[src/rtl/alu_seq_pkg.sv]
// Shared op codes and FSM state encoding for the sequential ALU.
// Macro ALU_SEQ_DIV_EN (used by alu_seq and alu_seq_muldiv) enables the DIVU datapath.
package alu_seq_pkg;

    localparam logic [3:0] ALU_OP_AND  = 4'b0000;
    localparam logic [3:0] ALU_OP_OR   = 4'b0001;
    localparam logic [3:0] ALU_OP_ADD  = 4'b0010;
    localparam logic [3:0] ALU_OP_SRA  = 4'b0011;
    localparam logic [3:0] ALU_OP_SLL  = 4'b0100;
    localparam logic [3:0] ALU_OP_SRL  = 4'b0101;
    localparam logic [3:0] ALU_OP_SUB  = 4'b0110;
    localparam logic [3:0] ALU_OP_SLT  = 4'b0111;
    localparam logic [3:0] ALU_OP_MULU = 4'b1000;
    localparam logic [3:0] ALU_OP_DIVU = 4'b1001;
    localparam logic [3:0] ALU_OP_XOR  = 4'b1010;
    localparam logic [3:0] ALU_OP_NOR  = 4'b1011;
    localparam logic [3:0] ALU_OP_SLTU = 4'b1100;

    typedef enum logic [1:0] {
        ST_IDLE = 2'b00,
        ST_EXEC = 2'b01,
        ST_DONE = 2'b10
    } state_e;

endpackage

[src/rtl/alu_seq_muldiv.sv]
// Iterative unsigned shift-add multiplier / restoring divider, one bit per cycle for WIDTH cycles.
// Divider datapath present only when ALU_SEQ_DIV_EN is defined; o_hi/o_lo carry the next-step values.
module alu_seq_muldiv #(
    parameter int WIDTH = 32
) (
    input  logic             clk,
    input  logic             rst_n,
`ifdef ALU_SEQ_DIV_EN
    input  logic             i_is_div,
`endif
    input  logic             i_start,
    input  logic [WIDTH-1:0] i_a,
    input  logic [WIDTH-1:0] i_b,
    output logic             o_done,
    output logic [WIDTH-1:0] o_hi,
    output logic [WIDTH-1:0] o_lo
);

    localparam int CW = $clog2(WIDTH);

    logic [WIDTH-1:0] r_hi, r_lo, r_opnd;
    logic [CW-1:0]    r_cnt;
    logic             r_busy;
    logic [WIDTH:0]   w_mul_sum;
    logic [WIDTH-1:0] w_hi_nxt, w_lo_nxt;
`ifdef ALU_SEQ_DIV_EN
    logic             r_is_div;
    logic [WIDTH:0]   w_div_shift;
    logic [WIDTH-1:0] w_div_diff;
    logic             w_div_ge;
`endif

    // Multiply: {hi,lo} holds partial product with the multiplier shifting out of lo.
    // Divide: {hi,lo} holds remainder and dividend, quotient bits shift into lo.
    always_comb begin
        w_mul_sum = {1'b0, r_hi} + (r_lo[0] ? {1'b0, r_opnd} : '0);
        w_hi_nxt  = w_mul_sum[WIDTH:1];
        w_lo_nxt  = {w_mul_sum[0], r_lo[WIDTH-1:1]};
`ifdef ALU_SEQ_DIV_EN
        w_div_shift = {r_hi, r_lo[WIDTH-1]};
        w_div_ge    = (w_div_shift >= {1'b0, r_opnd});
        w_div_diff  = w_div_shift[WIDTH-1:0] - r_opnd;
        if (r_is_div) begin
            w_hi_nxt = w_div_ge ? w_div_diff : w_div_shift[WIDTH-1:0];
            w_lo_nxt = {r_lo[WIDTH-2:0], w_div_ge};
        end
`endif
    end

    always_ff @(posedge clk or negedge rst_n) begin
        if (!rst_n) begin
            r_hi   <= '0;
            r_lo   <= '0;
            r_opnd <= '0;
            r_cnt  <= '0;
            r_busy <= 1'b0;
`ifdef ALU_SEQ_DIV_EN
            r_is_div <= 1'b0;
`endif
        end else if (i_start) begin
            r_hi   <= '0;
            r_cnt  <= '0;
            r_busy <= 1'b1;
`ifdef ALU_SEQ_DIV_EN
            r_is_div <= i_is_div;
            r_lo     <= i_is_div ? i_a : i_b;
            r_opnd   <= i_is_div ? i_b : i_a;
`else
            r_lo   <= i_b;
            r_opnd <= i_a;
`endif
        end else if (r_busy) begin
            r_hi  <= w_hi_nxt;
            r_lo  <= w_lo_nxt;
            r_cnt <= r_cnt + 1'b1;
            if (o_done) r_busy <= 1'b0;
        end
    end

    assign o_done = r_busy && (r_cnt == CW'(WIDTH - 1));
    assign o_hi   = w_hi_nxt;
    assign o_lo   = w_lo_nxt;

endmodule

[src/rtl/alu_seq.sv]
// Multi-cycle EX-stage ALU: single-cycle ops, iterative MULU/DIVU, valid/ready on both sides.
// Define ALU_SEQ_DIV_EN to build the divider; otherwise DIVU reports illegal_op.
module alu_seq
    import alu_seq_pkg::*;
#(
    parameter int WIDTH = 32
) (
    input  logic             clk,
    input  logic             rst_n,
    input  logic             in_valid,
    output logic             in_ready,
    input  logic [3:0]       op,
    input  logic [WIDTH-1:0] a,
    input  logic [WIDTH-1:0] b,
    output logic             out_valid,
    input  logic             out_ready,
    output logic [WIDTH-1:0] y,
    output logic [WIDTH-1:0] y_hi,
    output logic             zero,
    output logic             div_by_zero,
    output logic             illegal_op
);

    localparam int SHW = $clog2(WIDTH);

    state_e           r_state, w_state_nxt;
    logic [WIDTH-1:0] r_y, r_y_hi;
    logic             r_zero, r_ill;
    logic             w_accept, w_use_eng, w_eng_done, w_one_ill;
    logic [WIDTH-1:0] w_one_y, w_one_hi, w_eng_hi, w_eng_lo;
    logic [SHW-1:0]   w_shamt;
`ifdef ALU_SEQ_DIV_EN
    logic             r_dbz, w_one_dbz, w_is_div;
`endif

    assign w_shamt   = b[SHW-1:0];
    assign in_ready  = (r_state == ST_IDLE);
    assign out_valid = (r_state == ST_DONE);
    assign w_accept  = in_valid && in_ready;

    // NOTE: every always_comb output gets a default first, so no path can infer a latch.
    always_comb begin
        w_one_y   = '0;
        w_one_hi  = '0;
        w_one_ill = 1'b0;
        w_use_eng = 1'b0;
`ifdef ALU_SEQ_DIV_EN
        w_one_dbz = 1'b0;
`endif
        case (op)
            ALU_OP_AND:  w_one_y = a & b;
            ALU_OP_OR:   w_one_y = a | b;
            ALU_OP_ADD:  w_one_y = a + b;
            ALU_OP_SRA:  w_one_y = $signed(a) >>> w_shamt;
            ALU_OP_SLL:  w_one_y = a << w_shamt;
            ALU_OP_SRL:  w_one_y = a >> w_shamt;
            ALU_OP_SUB:  w_one_y = a - b;
            ALU_OP_SLT:  w_one_y = {{(WIDTH-1){1'b0}}, $signed(a) < $signed(b)};
            ALU_OP_XOR:  w_one_y = a ^ b;
            ALU_OP_NOR:  w_one_y = ~(a | b);
            ALU_OP_SLTU: w_one_y = {{(WIDTH-1){1'b0}}, a < b};
            ALU_OP_MULU: w_use_eng = 1'b1;
`ifdef ALU_SEQ_DIV_EN
            ALU_OP_DIVU: begin
                if (b == '0) begin
                    w_one_y   = '1;
                    w_one_hi  = a;
                    w_one_dbz = 1'b1;
                end else begin
                    w_use_eng = 1'b1;
                end
            end
`endif
            default:     w_one_ill = 1'b1;
        endcase
    end

`ifdef ALU_SEQ_DIV_EN
    assign w_is_div = (op == ALU_OP_DIVU);
`endif

    alu_seq_muldiv #(.WIDTH(WIDTH)) u_muldiv (
        .clk      (clk),
        .rst_n    (rst_n),
`ifdef ALU_SEQ_DIV_EN
        .i_is_div (w_is_div),
`endif
        .i_start  (w_accept && w_use_eng),
        .i_a      (a),
        .i_b      (b),
        .o_done   (w_eng_done),
        .o_hi     (w_eng_hi),
        .o_lo     (w_eng_lo)
    );

    always_ff @(posedge clk or negedge rst_n) begin
        if (!rst_n) r_state <= ST_IDLE;
        else        r_state <= w_state_nxt;
    end

    always_comb begin
        w_state_nxt = r_state;
        case (r_state)
            ST_IDLE: if (w_accept)   w_state_nxt = w_use_eng ? ST_EXEC : ST_DONE;
            ST_EXEC: if (w_eng_done) w_state_nxt = ST_DONE;
            ST_DONE: if (out_ready)  w_state_nxt = ST_IDLE;
            default:                 w_state_nxt = ST_IDLE;
        endcase
    end

    // Results stay in these registers through DONE; flags are cleared when a multi-cycle op starts.
    always_ff @(posedge clk or negedge rst_n) begin
        if (!rst_n) begin
            r_y    <= '0;
            r_y_hi <= '0;
            r_zero <= 1'b0;
            r_ill  <= 1'b0;
`ifdef ALU_SEQ_DIV_EN
            r_dbz  <= 1'b0;
`endif
        end else if (w_accept) begin
            r_zero <= w_use_eng ? 1'b0 : (w_one_y == '0);
            r_ill  <= w_use_eng ? 1'b0 : w_one_ill;
`ifdef ALU_SEQ_DIV_EN
            r_dbz  <= w_use_eng ? 1'b0 : w_one_dbz;
`endif
            if (!w_use_eng) begin
                r_y    <= w_one_y;
                r_y_hi <= w_one_hi;
            end
        end else if (r_state == ST_EXEC && w_eng_done) begin
            r_y    <= w_eng_lo;
            r_y_hi <= w_eng_hi;
            r_zero <= (w_eng_lo == '0);
        end
    end

    assign y          = r_y;
    assign y_hi       = r_y_hi;
    assign zero       = r_zero;
    assign illegal_op = r_ill;
`ifdef ALU_SEQ_DIV_EN
    assign div_by_zero = r_dbz;
`else
    assign div_by_zero = 1'b0;
`endif

endmodule

[config.mk]
export PLATFORM = sky130hd
export DESIGN_NAME = alu_seq
export DESIGN_NICKNAME = d
export VERILOG_FILES = /design/src/rtl/alu_seq_pkg.sv /design/src/rtl/alu_seq_muldiv.sv /design/src/rtl/alu_seq.sv
export SDC_FILE = /design/constraint.sdc
export NUM_CORES = 1
export LEC_CHECK = 0
export CAP_MARGIN = 30
export CORE_MARGIN = 3
export CORE_UTILIZATION = 42
export CTS_BUF_LIST = sky130_fd_sc_hd__clkbuf_8 sky130_fd_sc_hd__clkbuf_16
export CTS_CLUSTER_DIAMETER = 200
export DETAILED_ROUTE_END_ITERATION = 12
export SYNTH_ARGS = -nofsm -noshare
export SYNTH_HDL_FRONTEND = slang
export SYNTH_SLANG_ARGS = --single-unit
[constraint.sdc]
create_clock -name clk -period 7.7 [get_ports clk]
set_input_delay 1.54 -clock clk [delete_from_list [all_inputs] [get_ports clk]]
set_output_delay 1.54 -clock clk [all_outputs]
set_load 0.03 [all_outputs]
==> summary.md, run 1 <==
| Metric | Value |
|---|---|
| Syn Nets | `2,559` |
| GPL Wtd Cong | `1.030` |
| CTS max path bufs | `2` |
| Initial antenna violation count | `2` |
| Vias/cell | `6.531` |
| CP peak stage delay | `600 ps` |
| Buf+Inv Stages, Crit Path | `1` |
| Row cnt | `between 70 and 80` |
| Synth top area cells | `dfrtp_1 23%, ha_1 9.7%, mux2i_1 6.9%, nor2_1 6.1%, a21oi_1 5.3%` |
| Slowest CP cell | `a2111oi_0` |
| Diode count | `0` |
| 1st-pass router iterations | `6` |
| Final WL | `around 87 mm` |
| Ys async rst share | `100.0%` |
| Worst setup EP type | `register` |
| Inserted Clock Buffers | `17` |
| Leakage power | `between 9 and 10 nW` |
| Htree depth | `4` |
| Cells along the critical path | `clkdlybuf4s50_1, ha_1, fa_1, a21oi_1, o21ai_0, a2111oi_0, nor3_1, mux2i_1, o21ai_0, a2111o_1, nor4_2, and3_1, nand4b_1, or4b_1, or4_1, o31ai_2` |
| Wire length per cell | `28.82 um` |
| Global-route wire length before repair | `126.8 mm` |
| Slew Viols, Final | `0` |
| Worst-Skew Late Latency | `460 ps` |
| Initial Utilization | `42.71%` |
| Die H | `215.8 um` |
| Final Power | `0.005340 W` |
| Setup TNS | `0 ps` |
| Yosys top cell by area | `dfrtp_1` |
| Worst Tran Pin Value | `1018 ps` |
| Critical Path RT | `8070 ps` |
| Post-CTS Setup Repair Bufs | `0` |
| Post-CTS Hold Fix Bufs | `0` |
| Worst hold path type | `reg -> reg` |
| DRC | `0` |
| Cell family contributing the most delay on the critical path | `compound AO/OA/AOI/OAI gates` |
| Vias in the first global route | `19,030` |
| Worst hold slack | `475.7 ps` |
| Top-count cell post-synth | `nor2_1` |
| Clock transition at the registers of the reported paths | `around 80 ps` |
| Final Net Count | `2,627` |
| Synth warn | `0` |
| Final setup violation count | `0` |
| Clk sinks | `170` |
| Fmax | `around 150 MHz` |
| Period utilization | `87.70%` |
| PostCTS Resize Cnt | `0` |
| Startpoint types | `primary input` |
| Crit path top cell by count | `o21ai_0` |
| Most frequent cells after synthesis | `299 x nor2_1, 198 x nand2_1, 196 x a21oi_1` |
| Gr usage total | `between 30 and 40%` |
| Syn Inst Count | `2,341` |
| Worst Setup Path Type | `in -> reg` |
| Remaining antenna violation count | `0` |
| Primary FF master, synth | `dfrtp_1` |
| CP arrival | `7120 ps` |
| Status | `finished clean` |
| # IOs | `141` |
| Share of cells above drive strength 1 | `under 10%` |
| EDFF count, synth | `0` |
| Die W | `215.8 um` |
| Worst vdd ir | `190.1 uV` |
| Layout area overhead | `14.05%` |
| Post-DP HPWL | `67.69 mm` |
| Max-slew headroom | `31.65%` |
| Die ar. | `approximately 47,000 um^2` |
| Post-Syn Area | `18,480 um^2` |
| Minimum clock period | `6753 ps` |
| Largest net degree at the start of global routing | `87` |
| Total gr overflow | `0` |
| Initial DRC Count | `2,479` |
| Via count | `between 15,000 and 20,000` |
| Max-cap violations | `0` |
| # port buffers | `139` |
| Synthesized flop and latch total | `between 150 and 200` |
| CTS tree | `done` |
| Critical Path Fanout Max | `6` |
| Syn_area_per_cell | `7.894 um^2` |
| Final Hold Viols | `0` |
| Unrepaired setup endpoints after global routing | `no` |
| Register area share after synthesis | `23.02%` |
| Core Area | `43,270 um^2` |
| Area share of the largest cell type after synthesis | `a little under a quarter` |
| Clk_skew | `10.99 ps` |
| Power density cells | `253.3 nW/um^2` |
| Clock root buffer master | `clkbuf_16` |
| Synth unique cells | `96` |
==> kinds of logic after synthesis <==
kind of cell               count (synthesis)  share of synthesized area (%)
xor gates and xnor gates                  42                          1.991
buffers and inverters                    275                          6.161
muxes                                    189                          12.80
other                                      1                        0.02029
and+or+nand+nor                          782                          19.47
adders and majority gates                146                          10.01
AOI/OAI and AO/OA                        736                          26.53
DFF                                      170                          23.02
==> layer usage <==
layer  track usage, %  routed length (um)  part of all wire (%)  vias up
li1                 -                   -                     -     8750
met2            56.41               38300                    44     1123
met5                0                  37                 0.043        -
met1            48.31               35480                    41     9538
met3            7.420                8071                   9.3      221
met4            17.58                4782                   5.5        6
==> registers in the layout, indices dropped and copies added, names as in the netlist <==
| name | count |
|---|---|
| zero | 1 |
| u_muldiv.r_opnd | 32 |
| y | 32 |
| u_muldiv.r_hi | 32 |
| illegal_op | 1 |
| y_hi | 32 |
| r_state | 2 |
| u_muldiv.r_busy | 1 |
| u_muldiv.r_lo | 32 |
| u_muldiv.r_cnt | 5 |
==> per-stage QoR <==
stage	setup WS, ps	area, um^2	util, %	std cells
3_3_place_gp	550.8	20440	47.24	2971
4_1_cts	1121	21080	48.71	3007
6_report	947.3	21080	48.71	3007
3_5_place_dp	643.9	20470	47.30	2975
5_1_grt	818.3	21080	48.71	3007
2_1_floorplan	1290	18480	-	2341
==> worst reg2reg max path: cells and delay by family (launching register included) <==
kind | cells | cell delay, ps
simple gates | 4 | 730
fa+ha+maj | 2 | 650
flops | 1 | 690
compound gates | 8 | 2350
xor+xnor | 1 | 280
==> layout make-up <==
| class | instances | area (um^2) |
|---|---|---|
| flip-flops and latches | 170 | 4258 |
| clock buffers | 18 | 439.2 |
| fillers | 4278 | 22190 |
| clock inverters | 14 | 171.4 |
| repair buffers | 215 | 1947 |
| well taps | 585 | 732.0 |
| inverters | 109 | 409.1 |
| multi-input cells | 1896 | 13120 |
==> report_power, final <==
| part | leakage [nW] | internal (W) | total (W) | switching, W |
|---|---|---|---|---|
| clock network | 0.301 | 0.000475 | 0.000900 | 0.000425 |
| registers | 2.08 | 0.00121 | 0.00153 | 0.000317 |
| logic | 6.86 | 0.00118 | 0.00291 | 0.00173 |
==> worst paths after layout <==
check | startpoint | to | slack (ps) | cells after the start
max in group asynchronous | rst_n | u_muldiv.r_hi[18] | 4860 | 3
setup / recovery | a[0] | zero | 950 | 16
min in group asynchronous | rst_n | y_hi[8] | 1150 | 1
hold / removal | u_muldiv.r_opnd[20] | u_muldiv.r_opnd[20] | 480 | 2
hold reg to reg | u_muldiv.r_opnd[20] | u_muldiv.r_opnd[20] | 480 | 2
setup reg to reg | u_muldiv.r_lo[0] | u_muldiv.r_hi[29] | 2840 | 15
==> placed cells by master, fill, tap and decap left out, types with 30 or more instances in the layout <==
cell,count
xnor2_1,35
a221oi_1,30
ha_1,143
o21ai_0,150
inv_1,107
nand3_1,45
nor2_1,297
nor3_1,51
and2_1,49
mux4_2,32
buf_4,73
a21o_1,42
clkdlybuf4s50_1,132
dfrtp_1,169
a211oi_1,54
mux2i_1,127
a22o_1,31
a21oi_1,196
nand2_1,197
No activity file was read; power rests on OpenSTA's default activity.
==> run 2, diff against run 1 <==
- CAP_MARGIN: 30 -> default
==> summary.md, run 2 (synthesis results as in run 1) <==
| Metric | Value |
|---|---|
| Vias in the first global route | `18,960 (-0.37%)` |
| DRC | `0 (unchanged)` |
| Wire length per cell | `28.79 um (-0.10%)` |
| Startpoint types | `primary input` |
| Clk sinks | `170 (unchanged)` |
| Setup TNS | `0 ps (unchanged)` |
| CTS max path bufs | `2 (unchanged)` |
| Max-slew headroom | `11.34% (-20 points)` |
| Most frequent cells in the layout | `297 x nor2_1, 197 x nand2_1, 196 x a21oi_1, 169 x dfrtp_1, 150 x o21ai_0` |
| Final WL | `86.46 mm (-0.24%)` |
| Hold Path Origin | `u_muldiv.r_opnd[30]` |
| Post-CTS Setup Repair Bufs | `0 (unchanged)` |
| Global-route wire length before repair | `126.8 mm (about the same)` |
| Total gr overflow | `0 (unchanged)` |
| Status | `finished clean` |
| # port buffers | `139 (unchanged)` |
| Die H | `215.8 um (unchanged)` |
| Clock transition at the registers of the reported paths | `80 ps (about the same)` |
| Remaining antenna violation count | `0 (unchanged)` |
| Initial antenna violation count | `6 (+4)` |
| Largest net degree at the start of global routing | `87 (unchanged)` |
| Share of cells above drive strength 1 | `8.147% (-0.15 points)` |
| Most common cell after layout, fill and taps aside | `nor2_1` |
| Reg2Reg Capture Point | `u_muldiv.r_hi[29]` |
| Gr usage total | `36.21% (-0.088 points)` |
| Max-cap violations | `0 (unchanged)` |
| Vias/cell | `6.555 (+0.37%)` |
| Diode count | `0 (unchanged)` |
| Final Hold Viols | `0 (unchanged)` |
| Critical Path RT | `8080 ps (about the same)` |
| Fillers | `4,297 (+0.44%)` |
| Worst setup EP type | `register` |
| R2R Setup Slk | `2840 ps (about the same)` |
| Die W | `215.8 um (unchanged)` |
| PostCTS Resize Cnt | `0 (unchanged)` |
| Initial Utilization | `42.71% (unchanged)` |
| Final Power | `0.005319 W (-0.38%)` |
| Slew Viols, Final | `0 (unchanged)` |
| RR Startpoint | `u_muldiv.r_lo[0]` |
| Initial DRC Count | `2,643 (+6.6%)` |
| Inserted Clock Buffers | `17 (unchanged)` |
| Clk_skew | `10.26 ps (-0.7293 ps)` |
| Leakage power | `9.211 nW (-0.31%)` |
| Final Net Count | `2,623 (-0.15%)` |
| # IOs | `141 (unchanged)` |
| Worst Setup Path Type | `in -> reg` |
| Worst-Skew Late Latency | `460 ps (about the same)` |
| Minimum clock period | `6782 ps (+29.62 ps)` |
| Final setup violation count | `0 (unchanged)` |
| Power density cells | `252.9 nW/um^2 (-0.19%)` |
| Core Area | `43,270 um^2 (unchanged)` |
| GPL Wtd Cong | `1.030 (unchanged)` |
| Critical Path Fanout Max | `6 (unchanged)` |
| Post-CTS Hold Fix Bufs | `0 (unchanged)` |
| Die ar. | `46,550 um^2 (unchanged)` |
| Reg2Reg Depth | `15 (unchanged)` |
| Hold Path End | `u_muldiv.r_opnd[30]` |
| Post-DP HPWL | `67.48 mm (-0.32%)` |
| CP arrival | `7160 ps (+40 ps)` |
| Htree depth | `4 (unchanged)` |
| CTS tree | `done` |
| Clock root buffer master | `clkbuf_16` |
| 1st-pass router iterations | `6 (unchanged)` |
| Worst hold path type | `reg -> reg` |
| Unrepaired setup endpoints after global routing | `no` |
| Layout area overhead | `13.83%` |
| Via count | `19,690 (+0.24%)` |
| Row cnt | `76 (unchanged)` |
| Worst vdd ir | `208.7 uV (+9.8%)` |
| Period utilization | `88.08% (+0.38 points)` |
| Hold path cells | `2 (unchanged)` |
| Worst Tran Pin Value | `1320 ps (+301.3 ps)` |
| Fmax | `147.4 MHz (-0.44%)` |
==> run 2: metal layers <==
metal / vias to the layer above / global-route usage, % / part of all wire (%)
met3: 239 / 7.674 / 9.9
met5: - / 0 / 0.11
met2: 1169 / 56.77 / 44
met4: 14 / 15.60 / 5.2
met1: 9551 / 48.38 / 41
li1: 8712 / - / -
==> run 2: cell type report <==
| type | count | area, um^2 | share of cell area (%) |
|---|---|---|---|
| Timing Repair Buffer | 211 | 1918 | 9.118 |
| Inverter | 109 | 409.1 | 1.945 |
| Sequential cell | 170 | 4258 | 20.24 |
| Tap cell | 585 | 732.0 | 3.480 |
| Clock buffer | 17 | 425.4 | 2.022 |
| Multi-Input combinational cell | 1896 | 13120 | 62.37 |
| Clock inverter | 15 | 172.7 | 0.8208 |
==> run 2: per-stage QoR <==
step	util [%]	hold slack, ps	std cells	setup slack [ps]	instance area (um^2)
2_1_floorplan	-	441.8	2341	1290	18480
3_5_place_dp	47.24	463.4	2971	680.4	20440
3_3_place_gp	47.24	454.7	2971	550.8	20440
5_1_grt	48.62	490.7	3003	771.0	21040
6_report	48.62	472.1	3003	917.6	21040
4_1_cts	48.62	480.3	3003	1125	21040
==> run 2: power breakdown <==
part / total (W) / switching (W) / internal, W / leakage, nW
logic: 0.00292 / 0.00174 / 0.00118 / 6.84
registers: 0.00153 / 0.000316 / 0.00121 / 2.08
clock network: 0.000874 / 0.000437 / 0.000437 / 0.293
total: 0.00532 / 0.00249 / 0.00283 / 9.21
==> run 2: worst max-delay path by stage <==
stage          startpoint    to  slack, ps
3_3_place_gp         a[0]  zero        550
2_1_floorplan        b[2]  zero       1290
4_1_cts              a[0]  zero       1130
5_1_grt              a[6]  zero        770
3_5_place_dp         a[0]  zero        680
6_report             a[0]  zero        920
==> run 2: critical path, stage by stage <==
cell             delay, ps
clkdlybuf4s50_1        530
ha_1                   310
fa_1                   400
a21oi_1                310
o21ai_0                210
a2111oi_0              660
nor3_1                 170
mux2i_1                440
o21ai_0                170
a2111o_1               430
nor4_2                 270
and3_1                 250
nand4b_1               130
or4b_1                 550
or4_1                  550
o31ai_2                220
==> run 3, diff against run 2 <==
- MAX_ROUTING_LAYER: default -> met4
==> summary.md, run 3 (synthesis results as in run 1) <==
| Metric | Value |
|---|---|
| Status | `finished clean` |
| Unrepaired setup endpoints after global routing | `no` |
| Final Net Count | `2,611 (-0.46%)` |
| Post-DP HPWL | `64.18 mm (-4.9%)` |
| Psw | `0.002437 W (-2.1%)` |
| DRC | `0 (unchanged)` |
| CTS tree | `done` |
| Worst vdd ir | `200.9 uV (-3.7%)` |
| Period utilization | `85.93% (-2.2 points)` |
| Final WL | `81.99 mm (-5.2%)` |
| 1st-pass router iterations | `8 (+2)` |
| GRT met3 Usage | `5.435% (-2.2 points)` |
| Combinational power share | `54.0% (-0.8 points)` |
| Clock power frac | `17.0% (+0.6 points)` |
| Slew Viols, Final | `0 (unchanged)` |
| Sw Share | `46.01% (-0.80 points)` |
| Fmax | `151.1 MHz (+2.5%)` |
| Initial DRC Count | `2,055 (-22%)` |
| Worst Setup Path Type | `in -> reg` |
| Worst-Skew Late Latency | `460 ps (about the same)` |
| Vias/cell | `6.440 (-1.8%)` |
| Power density cells | `252.7 nW/um^2 (about the same)` |
| Clock root buffer master | `clkbuf_16` |
| Max-cap violations | `0 (unchanged)` |
| Sequential Power Share | `29.0% (+0.2 points)` |
| Setup TNS | `0 ps (unchanged)` |
| Critical Path Fanout Max | `11 (+5)` |
| Global-route wire length before repair | `122.7 mm (-3.2%)` |
| Dpl ws | `778.8 ps (+98.40 ps)` |
| Clk sinks | `170 (unchanged)` |
| Largest net degree at the start of global routing | `109 (+25%)` |
| PostCTS Resize Cnt | `0 (unchanged)` |
| Critical Path RT | `8060 ps (-20 ps)` |
| Met1 Usage GRT | `47.64% (-0.75 points)` |
| Max-slew headroom | `12.85% (+1.5 points)` |
| Int Pwr | `0.002860 W (+1.1%)` |
| Most frequent cells in the layout | `297 x nor2_1, 197 x nand2_1, 196 x a21oi_1, 169 x dfrtp_1, 150 x o21ai_0` |
| Minimum clock period | `6617 ps (-165.7 ps)` |
| Slowest CP cell | `o41ai_1` |
| Layout area overhead | `13.39%` |
| Leakage power | `9.160 nW (-0.55%)` |
| # IOs | `141 (unchanged)` |
| Post-CTS Setup Repair Bufs | `0 (unchanged)` |
| Startpoint types | `primary input` |
| GPL Wtd Cong | `1.061 (+3.0%)` |
| Hold path cells | `2 (unchanged)` |
| Vias in the first global route | `18,660 (-1.6%)` |
| Met2 GRT Util | `53.98% (-2.8 points)` |
| CP peak stage delay | `730 ps (+70 ps)` |
| Initial Utilization | `42.71% (unchanged)` |
| CP arrival | `6980 ps (-180 ps)` |
| Share of cells above drive strength 1 | `7.689% (-0.46 points)` |
| Clk_skew | `18.79 ps (+8.537 ps)` |
| CP startpoint | `b[6]` |
| Final Hold Viols | `0 (unchanged)` |
| Clock transition at the registers of the reported paths | `80 ps (about the same)` |
| Initial antenna violation count | `5 (-1)` |
| Fillers | `4,286 (-0.26%)` |
| Hold Path Origin | `y_hi[29]` |
| Via count | `19,270 (-2.1%)` |
| Htree depth | `4 (unchanged)` |
| Wire length per cell | `27.40 um (-4.8%)` |
| Reg2Reg Depth | `15 (unchanged)` |
| Final setup violation count | `0 (unchanged)` |
| Worst setup margin | `1083 ps (+165.7 ps)` |
| Post-CTS Hold Fix Bufs | `0 (unchanged)` |
| # port buffers | `139 (unchanged)` |
| Inserted Clock Buffers | `17 (unchanged)` |
| Gr usage total | `35.63% (-0.58 points)` |
| Cells along the critical path | `clkdlybuf4s50_1, inv_1, ha_1, inv_1, a21oi_1, o31ai_1, o41ai_1, o21ai_0, a221oi_1, o21ai_0, nor4b_1, nand4b_1, or4b_1, or4_1, o31ai_2` |
| Total gr overflow | `0 (unchanged)` |
| Remaining antenna violation count | `0 (unchanged)` |
| Post-route insts no fill | `2,992 (-0.37%)` |
| Cell count after placement | `2,959 (-0.40%)` |
| Die ar. | `46,550 um^2 (unchanged)` |
| Core Area | `43,270 um^2 (unchanged)` |
| CTS max path bufs | `2 (unchanged)` |
| Row cnt | `76 (unchanged)` |
| GR peak layer | `met2` |
| Worst setup EP type | `register` |
| RR Startpoint | `u_muldiv.r_lo[0]` |
| Die H | `215.8 um (unchanged)` |
| Worst hold path type | `reg -> reg` |
| Die W | `215.8 um (unchanged)` |
| Worst Tran Pin Value | `1297 ps (-22.54 ps)` |
| Most common cell after layout, fill and taps aside | `nor2_1` |
-- run 3: final timing paths --
path                                   end  slack [ps]
setup / recovery                      zero        1080
hold / removal                    y_hi[29]         480
setup reg to reg                  y_hi[29]        2790
hold reg to reg                   y_hi[29]         480
max in group asynchronous  u_muldiv.r_busy        4970
min in group asynchronous          y_hi[8]        1190
-- run 3: routing by layer --
layer	wire (um)	part of all wire, %
met1	34900	43
met2	36460	44
met3	6884	8.4
met4	3745	4.6
met5	0	0
-- run 3: area by class of cell --
cell class                      count  area (um^2)  share of cell area [%]
Antenna cell                        1        2.502                 0.01194
Inverter                          109        409.1                   1.952
Sequential cell                   170         4258                   20.32
Tap cell                          585        732.0                   3.493
Timing Repair Buffer              199         1828                   8.723
Clock inverter                     14        166.4                  0.7941
Multi-Input combinational cell   1896        13120                   62.61
Clock buffer                       18        439.2                   2.096
-- run 3: power by group through the flow --
| stage | registers, W | clock network (W) | logic [W] |
|---|---|---|---|
| floorplan | 0.00155 | 0 | 0.00188 |
| global placement | 0.00154 | 0 | 0.00277 |
| detailed placement | 0.00154 | 0 | 0.00283 |
| CTS | 0.00153 | 0.000916 | 0.00283 |
| global route | 0.00157 | 0.000957 | 0.00312 |
| finish | 0.00153 | 0.000901 | 0.00286 |
-- run 3: metrics by stage --
step	cell area (um^2)	power, W	utilization (%)	hold slack [ps]
finish	20960	0.005296	48.43	477.0
global placement	20350	0.004307	47.03	455.2
CTS	20950	0.005279	48.43	482.5
global route	20960	0.005654	48.43	495.7
detailed placement	20350	0.004369	47.03	464.9
floorplan	18480	0.003435	-	441.8
-- run 3: critical path: cells and delay by family --
family | cells | cell delay, ps
compound gates | 7 | 2520
fa+ha+maj | 1 | 560
buf+inv | 3 | 800
simple gates | 4 | 1550
